### config.mk
export PLATFORM = sky130hd
export DESIGN_NAME = fb_port_arbiter
export DESIGN_NICKNAME = d
export VERILOG_FILES = /design/src/rtl/fb_port_arbiter.sv
export SDC_FILE = /design/constraint.sdc
export NUM_CORES = 1
export LEC_CHECK = 0
export BUFFER_PORTS_ARGS = -buffer_cell sky130_fd_sc_hd__buf_2
export CORE_MARGIN = 5
export CORE_UTILIZATION = 50
export CTS_BUF_LIST = sky130_fd_sc_hd__clkbuf_16
export DETAILED_ROUTE_END_ITERATION = 12
export GPL_ROUTABILITY_DRIVEN = 0
export PLACE_DENSITY = 0.86
export SLEW_MARGIN = 10
export SYNTH_ARGS = -nofsm -noshare
export SYNTH_HDL_FRONTEND = slang
export SYNTH_SLANG_ARGS = --single-unit
### constraint.sdc
create_clock -name clk -period 5.1 [get_ports clk]
set_input_delay 0.255 -clock clk [delete_from_list [all_inputs] [get_ports clk]]
set_output_delay 0.255 -clock clk [all_outputs]
set_load 0.02 [all_outputs]
### src/rtl/fb_port_arbiter.sv
// Framebuffer port arbiter. Shares one single-port RAM between the HDMI pixel
// fetcher (default winner) and the processor. The processor is guaranteed a slot
// after it has waited WAIT_MAX cycles. Read data is routed back through a
// two-stage owner-tag pipeline that follows the RAM's one-cycle read latency.
module fb_port_arbiter #(
  parameter int ADDR_W   = 18,
  parameter int DATA_W   = 8,
  parameter int WAIT_MAX = 8    // 1..255
) (
  input  logic              clk,
  input  logic              rst,          // asynchronous, active-low

  input  logic              disp_req,
  input  logic [ADDR_W-1:0] disp_addr,
  output logic              disp_gnt,
  output logic              disp_rvalid,
  output logic [DATA_W-1:0] disp_rdata,

  input  logic              cpu_req,
  input  logic              cpu_we,
  input  logic [ADDR_W-1:0] cpu_addr,
  input  logic [DATA_W-1:0] cpu_wdata,
  output logic              cpu_gnt,
  output logic              cpu_rvalid,
  output logic [DATA_W-1:0] cpu_rdata,

  output logic [ADDR_W-1:0] mem_addr,
  output logic              mem_we,
  output logic [DATA_W-1:0] mem_wdata,
  input  logic [DATA_W-1:0] mem_rdata
);

  // Which requester a RAM read belongs to (writes carry no tag).
  typedef enum logic [1:0] {
    OWN_NONE = 2'd0,
    OWN_DISP = 2'd1,
    OWN_CPU  = 2'd2
  } owner_e;

  localparam logic [7:0] STARVE_LIM = 8'(WAIT_MAX);

  logic [7:0]        r_starve_cnt;
  logic              w_starved;
  logic              w_cpu_gnt;
  logic              w_disp_gnt;
  owner_e            w_tag_in;
  owner_e            r_tag_s1;
  owner_e            r_tag_s2;
  logic [ADDR_W-1:0] r_mem_addr;
  logic              r_mem_we;
  logic [DATA_W-1:0] r_mem_wdata;

  assign w_starved = (r_starve_cnt == STARVE_LIM);

  // Grants are combinational in the request cycle; reset masks them directly so
  // they fall the moment rst goes low rather than waiting for a clock edge.
  assign w_cpu_gnt  = rst & cpu_req & (~disp_req | w_starved);
  assign w_disp_gnt = rst & disp_req & ~w_cpu_gnt;

  assign disp_gnt = w_disp_gnt;
  assign cpu_gnt  = w_cpu_gnt;

  // Tag for the access issued this cycle: only reads expect data back.
  always_comb begin
    // NOTE: every always_comb output gets a default first so no path can leave it unassigned and infer a latch.
    w_tag_in = OWN_NONE;
    if (w_disp_gnt)
      w_tag_in = OWN_DISP;
    else if (w_cpu_gnt && !cpu_we)
      w_tag_in = OWN_CPU;
  end

  // CPU starvation counter: counts waiting cycles, saturates, clears on grant or idle.
  always_ff @(posedge clk or negedge rst) begin
    if (!rst) begin
      // NOTE: state registers use non-blocking assignments so every flop samples pre-edge values.
      r_starve_cnt <= '0;
    end else if (w_cpu_gnt || !cpu_req) begin
      r_starve_cnt <= '0;
    end else if (!w_starved) begin
      r_starve_cnt <= r_starve_cnt + 8'd1;
    end
  end

  // RAM command register: launches the granted access so the RAM sees it next cycle.
  always_ff @(posedge clk or negedge rst) begin
    if (!rst) begin
      r_mem_addr  <= '0;
      r_mem_we    <= 1'b0;
      r_mem_wdata <= '0;
    end else begin
      r_mem_we <= w_cpu_gnt & cpu_we;
      if (w_cpu_gnt) begin
        r_mem_addr <= cpu_addr;
        if (cpu_we)
          r_mem_wdata <= cpu_wdata;
      end else if (w_disp_gnt) begin
        r_mem_addr <= disp_addr;
      end
    end
  end

  // Owner-tag pipeline: stage 1 aligns with the RAM address, stage 2 with its data.
  // Clearing it on reset discards any read still in flight.
  always_ff @(posedge clk or negedge rst) begin
    if (!rst) begin
      r_tag_s1 <= OWN_NONE;
      r_tag_s2 <= OWN_NONE;
    end else begin
      r_tag_s1 <= w_tag_in;
      r_tag_s2 <= r_tag_s1;
    end
  end

  assign mem_addr  = r_mem_addr;
  assign mem_we    = r_mem_we;
  assign mem_wdata = r_mem_wdata;

  // Route RAM data only to the owner; the other port sees a steady 0.
  assign disp_rvalid = (r_tag_s2 == OWN_DISP);
  assign cpu_rvalid  = (r_tag_s2 == OWN_CPU);
  assign disp_rdata  = disp_rvalid ? mem_rdata : '0;
  assign cpu_rdata   = cpu_rvalid  ? mem_rdata : '0;

endmodule

==> run_results.csv <==
group,metric,value,unit
outcome,status,"finished, final reports clean",
detailed_routing,via_per_inst,5.79,
detailed_routing,routed_wl,5.84,mm
timing,grt_setup_unrepaired,"no",
detailed_routing,dr.pass1.iters,4,
power,p_leak,1.31,nW
yosys,synth_top_area_frac,0.456,
yosys,synth_fa_ha_area_frac,0.0117,
power,sw_frac_of_total,0.302,
detailed_routing,antenna_left,0,
setup_path,timing.rr.end,"r_starve_cnt[0]",
floorplanning,die_h,75.4,um
finish,syn_to_final_growth,30.0,%
setup_path,cp_num_buf_inv,1,
yosys,yosysMostFrequentCell,"dfrtp_1",
floorplanning,io_pins,104,
power,powerDensity,316,nW/um^2
setup_path,cp.required,4850,ps
setup_path,rr_startpoint,"r_starve_cnt[5]",
detailed_routing,remaining_drc_errors,0,
cts,holdBufCountCts,0,
yosys,synth_warnings,0,
power,vdd_drop_max,246,uV
setup_path,r2r_slack,2720,ps
power,intPower,0.613,mW
yosys,synth_nets,276,
timing,min_period,2550,ps
yosys,synth_flop_cell,"dfrtp_1",
cts,htreeDepth,2,
yosys,synth_commonest_cells,"dfrtp_1 (39), nor3_1 (36), nor2_1 (24), o22ai_1 (18), and2_1 (16)",
power,p_seq_frac,0.422,
setup_path,crit_family,"simple AND/OR/NAND/NOR gates",
floorplanning,core-area,4090,um^2
yosys,synth-edff-count,0,
cts,cts_tree,"done",
setup_path,cp_cell_sequence,"nor4_2 > nand4b_2 > a21oi_1 > buf_2",
placement,io_buffers,103,
grt,grt_pass1_wl,9.27,mm
cts,clk_pin_slew,60,ps
cts,cts_inserted_buffers,5,
power,p_comb_frac,0.250,
yosys,ys_types,29,
hold_path,hp-class,"input port to asynchronous set/reset pin",
floorplanning,die-area,5690,um^2
finish,final_area,2780,um^2
detailed_routing,vias,2090,
timing,fmax,0.391,GHz
setup_path,cp-end-kind,"primary output",
cts,post_cts_buffers,0,
setup_path,startpoint_type,"flip-flop",
floorplanning,die_w,75.4,um
grt,grt_pass1_vias,2049,
cts,clock_latency,280,ps
setup_path,cp_slowest_cell,"nand4b_2",
timing,setup_violations,0,
setup_path,worstPathMaxFanout,23,
timing,worstMarginPinSlew,806,ps
placement,placed_cell_area,2650,um^2
floorplanning,start_util,0.524,
grt,grt_overflow,0,
yosys,synth_top_family_by_area,"simple AND/OR/NAND/NOR gates",
timing,fin_crit_sh,0.501,
setup_path,rr_worst_depth,4,
setup_path,path_class,"flip-flop to primary output",
cts,clockBufferDepth,2,
yosys,synth_largest_area_cell,"dfrtp_1",
yosys,mappedNetlistArea,2140,um^2
finish,fin_nets,369,
grt,gr-usage-all-layers,0.210,
yosys,yosys_register_bits,39,
grt,antenna_found_initial,0,
power,switching_power,0.265,mW
finish,antennaDiodeCount,0,
timing,finalHoldViolations,0,
timing,setup-tns-final,0,ps
timing,fin_worst_skew,5.47,ps
placement,hpwl,4.36,mm
finish,layout-drive-gt1-share,0.418,
timing,max-slew-margin-rel,0.462,
setup_path,cp.arrival,2300,ps
flow_run,max_cap_violations,0,
yosys,synth_compound_area_frac,0.183,
grt,grt_start_max_net_pins,33,
cts,cts_root_buffer,"clkbuf_16",
yosys,synthCells,217,
detailed_routing,wl_per_cell,16.2,um
yosys,muxShareOfSynthArea,0.0421,
cts,cts.sinks,39,
yosys,ys_async_sr_fraction,1.00,
detailed_routing,drtIter0Drc,103,
yosys,synthXorXnorAreaFrac,0.0246,
yosys,syn_area_per_cell,9.86,um^2
yosys,synth.area.top_cells,"dfrtp_1 (46%), nor3_1 (8.4%), a2111oi_2 (7.0%), o22ai_1 (5.3%), and2_1 (4.7%)",
timing,slew_viol_final,0,
cts,post_cts_resized,0,
power,p_clk_frac,0.328,
floorplanning,rows,23,
yosys,ys_seq_area_frac,0.456,
yosys,yosys.area_share.simple,0.242,
setup_path,cpPeakStageDelay,570,ps
-- cell type report --
| cell class | count | area, um^2 |
|---|---|---|
| well taps | 50 | 62.6 |
| inverters | 2 | 7.51 |
| repair buffers | 104 | 523 |
| clock inverters | 3 | 11.3 |
| clock buffers | 5 | 125 |
| flip-flops and latches | 39 | 976 |
| fillers | 328 | 1310 |
| multi-input cells | 158 | 1080 |
-- how the worst max path moves through the flow --
stage | to | depth (start not counted) | start | slack (ps)
3_3_place_gp | r_starve_cnt[6] | 4 | r_starve_cnt[5] | 2800
6_report | cpu_gnt | 4 | r_starve_cnt[5] | 2550
5_1_grt | cpu_gnt | 4 | r_starve_cnt[5] | 2390
3_5_place_dp | r_starve_cnt[0] | 4 | r_starve_cnt[5] | 2720
2_1_floorplan | cpu_gnt | 4 | r_starve_cnt[5] | 3310
4_1_cts | cpu_gnt | 4 | r_starve_cnt[5] | 2540
-- worst reg2reg max path: stages, from the launching register on --
cell	delay (ps)
dfrtp_1	410
nor4_2	370
nand4b_2	570
a31oi_1	760
nor2_1	120
-- metrics by stage --
step                      power, mW  utilization  hold WS (ps)  cells  setup WS (ps)
final                         0.878        0.681          12.2    361           2550
after detailed placement      0.597        0.647           312    353           2720
after CTS                     0.886        0.681          18.4    361           2540
after floorplan               0.507            -         -40.6    217           3310
after global routing          0.926        0.681          44.0    361           2390
after global placement        0.591        0.647           309    353           2800
-- cells by family after synthesis --
| group | count (synthesis) |
|---|---|
| buffers and inverters | 20 |
| and+or+nand+nor | 99 |
| AOI/OAI and AO/OA | 43 |
| xor gates and xnor gates | 6 |
| muxes | 8 |
| adders and majority gates | 2 |
| DFF | 39 |
-- registers in the layout, summed over array words and instances (netlist names) --
signal and flops:
mem_wdata 8, r_starve_cnt 8, r_tag_s2 2, r_tag_s1 2, mem_we 1, mem_addr 18
-- power by group through the flow --
stage | Combinational, mW | Clock (mW) | Sequential [mW]
6_report | 0.220 | 0.288 | 0.371
5_1_grt | 0.239 | 0.311 | 0.376
4_1_cts | 0.221 | 0.294 | 0.371
3_5_place_dp | 0.221 | 0 | 0.376
3_3_place_gp | 0.217 | 0 | 0.374
2_1_floorplan | 0.0885 | 0 | 0.419
-- metal layers --
layer,track usage,part of all wire,vias to the layer above
met5,0,0,-
met4,0.0602,0.0094,0
met3,0.0607,0.12,6
met2,0.359,0.50,104
met1,0.259,0.37,993
li1,-,-,987
-- placed cells by master (no fill, tap or decap), drive strengths merged --
cell type and instances:
buf 104, dfrtp 39, nor3 36, nor2 24, o22ai 18, a2111oi 18
and2 16, mux2 8, nand3 6, xor2 5, clkbuf 5, a21oi 5
nand2 4, nor2b 4, inv 3, nand2b 3, and3 2, ha 2
clkinv 2, nor4 1, nand4b 1, and4b 1, a31oi 1, nand3b 1
xnor2 1, o21a 1
(Power assumes the default switching activity.)
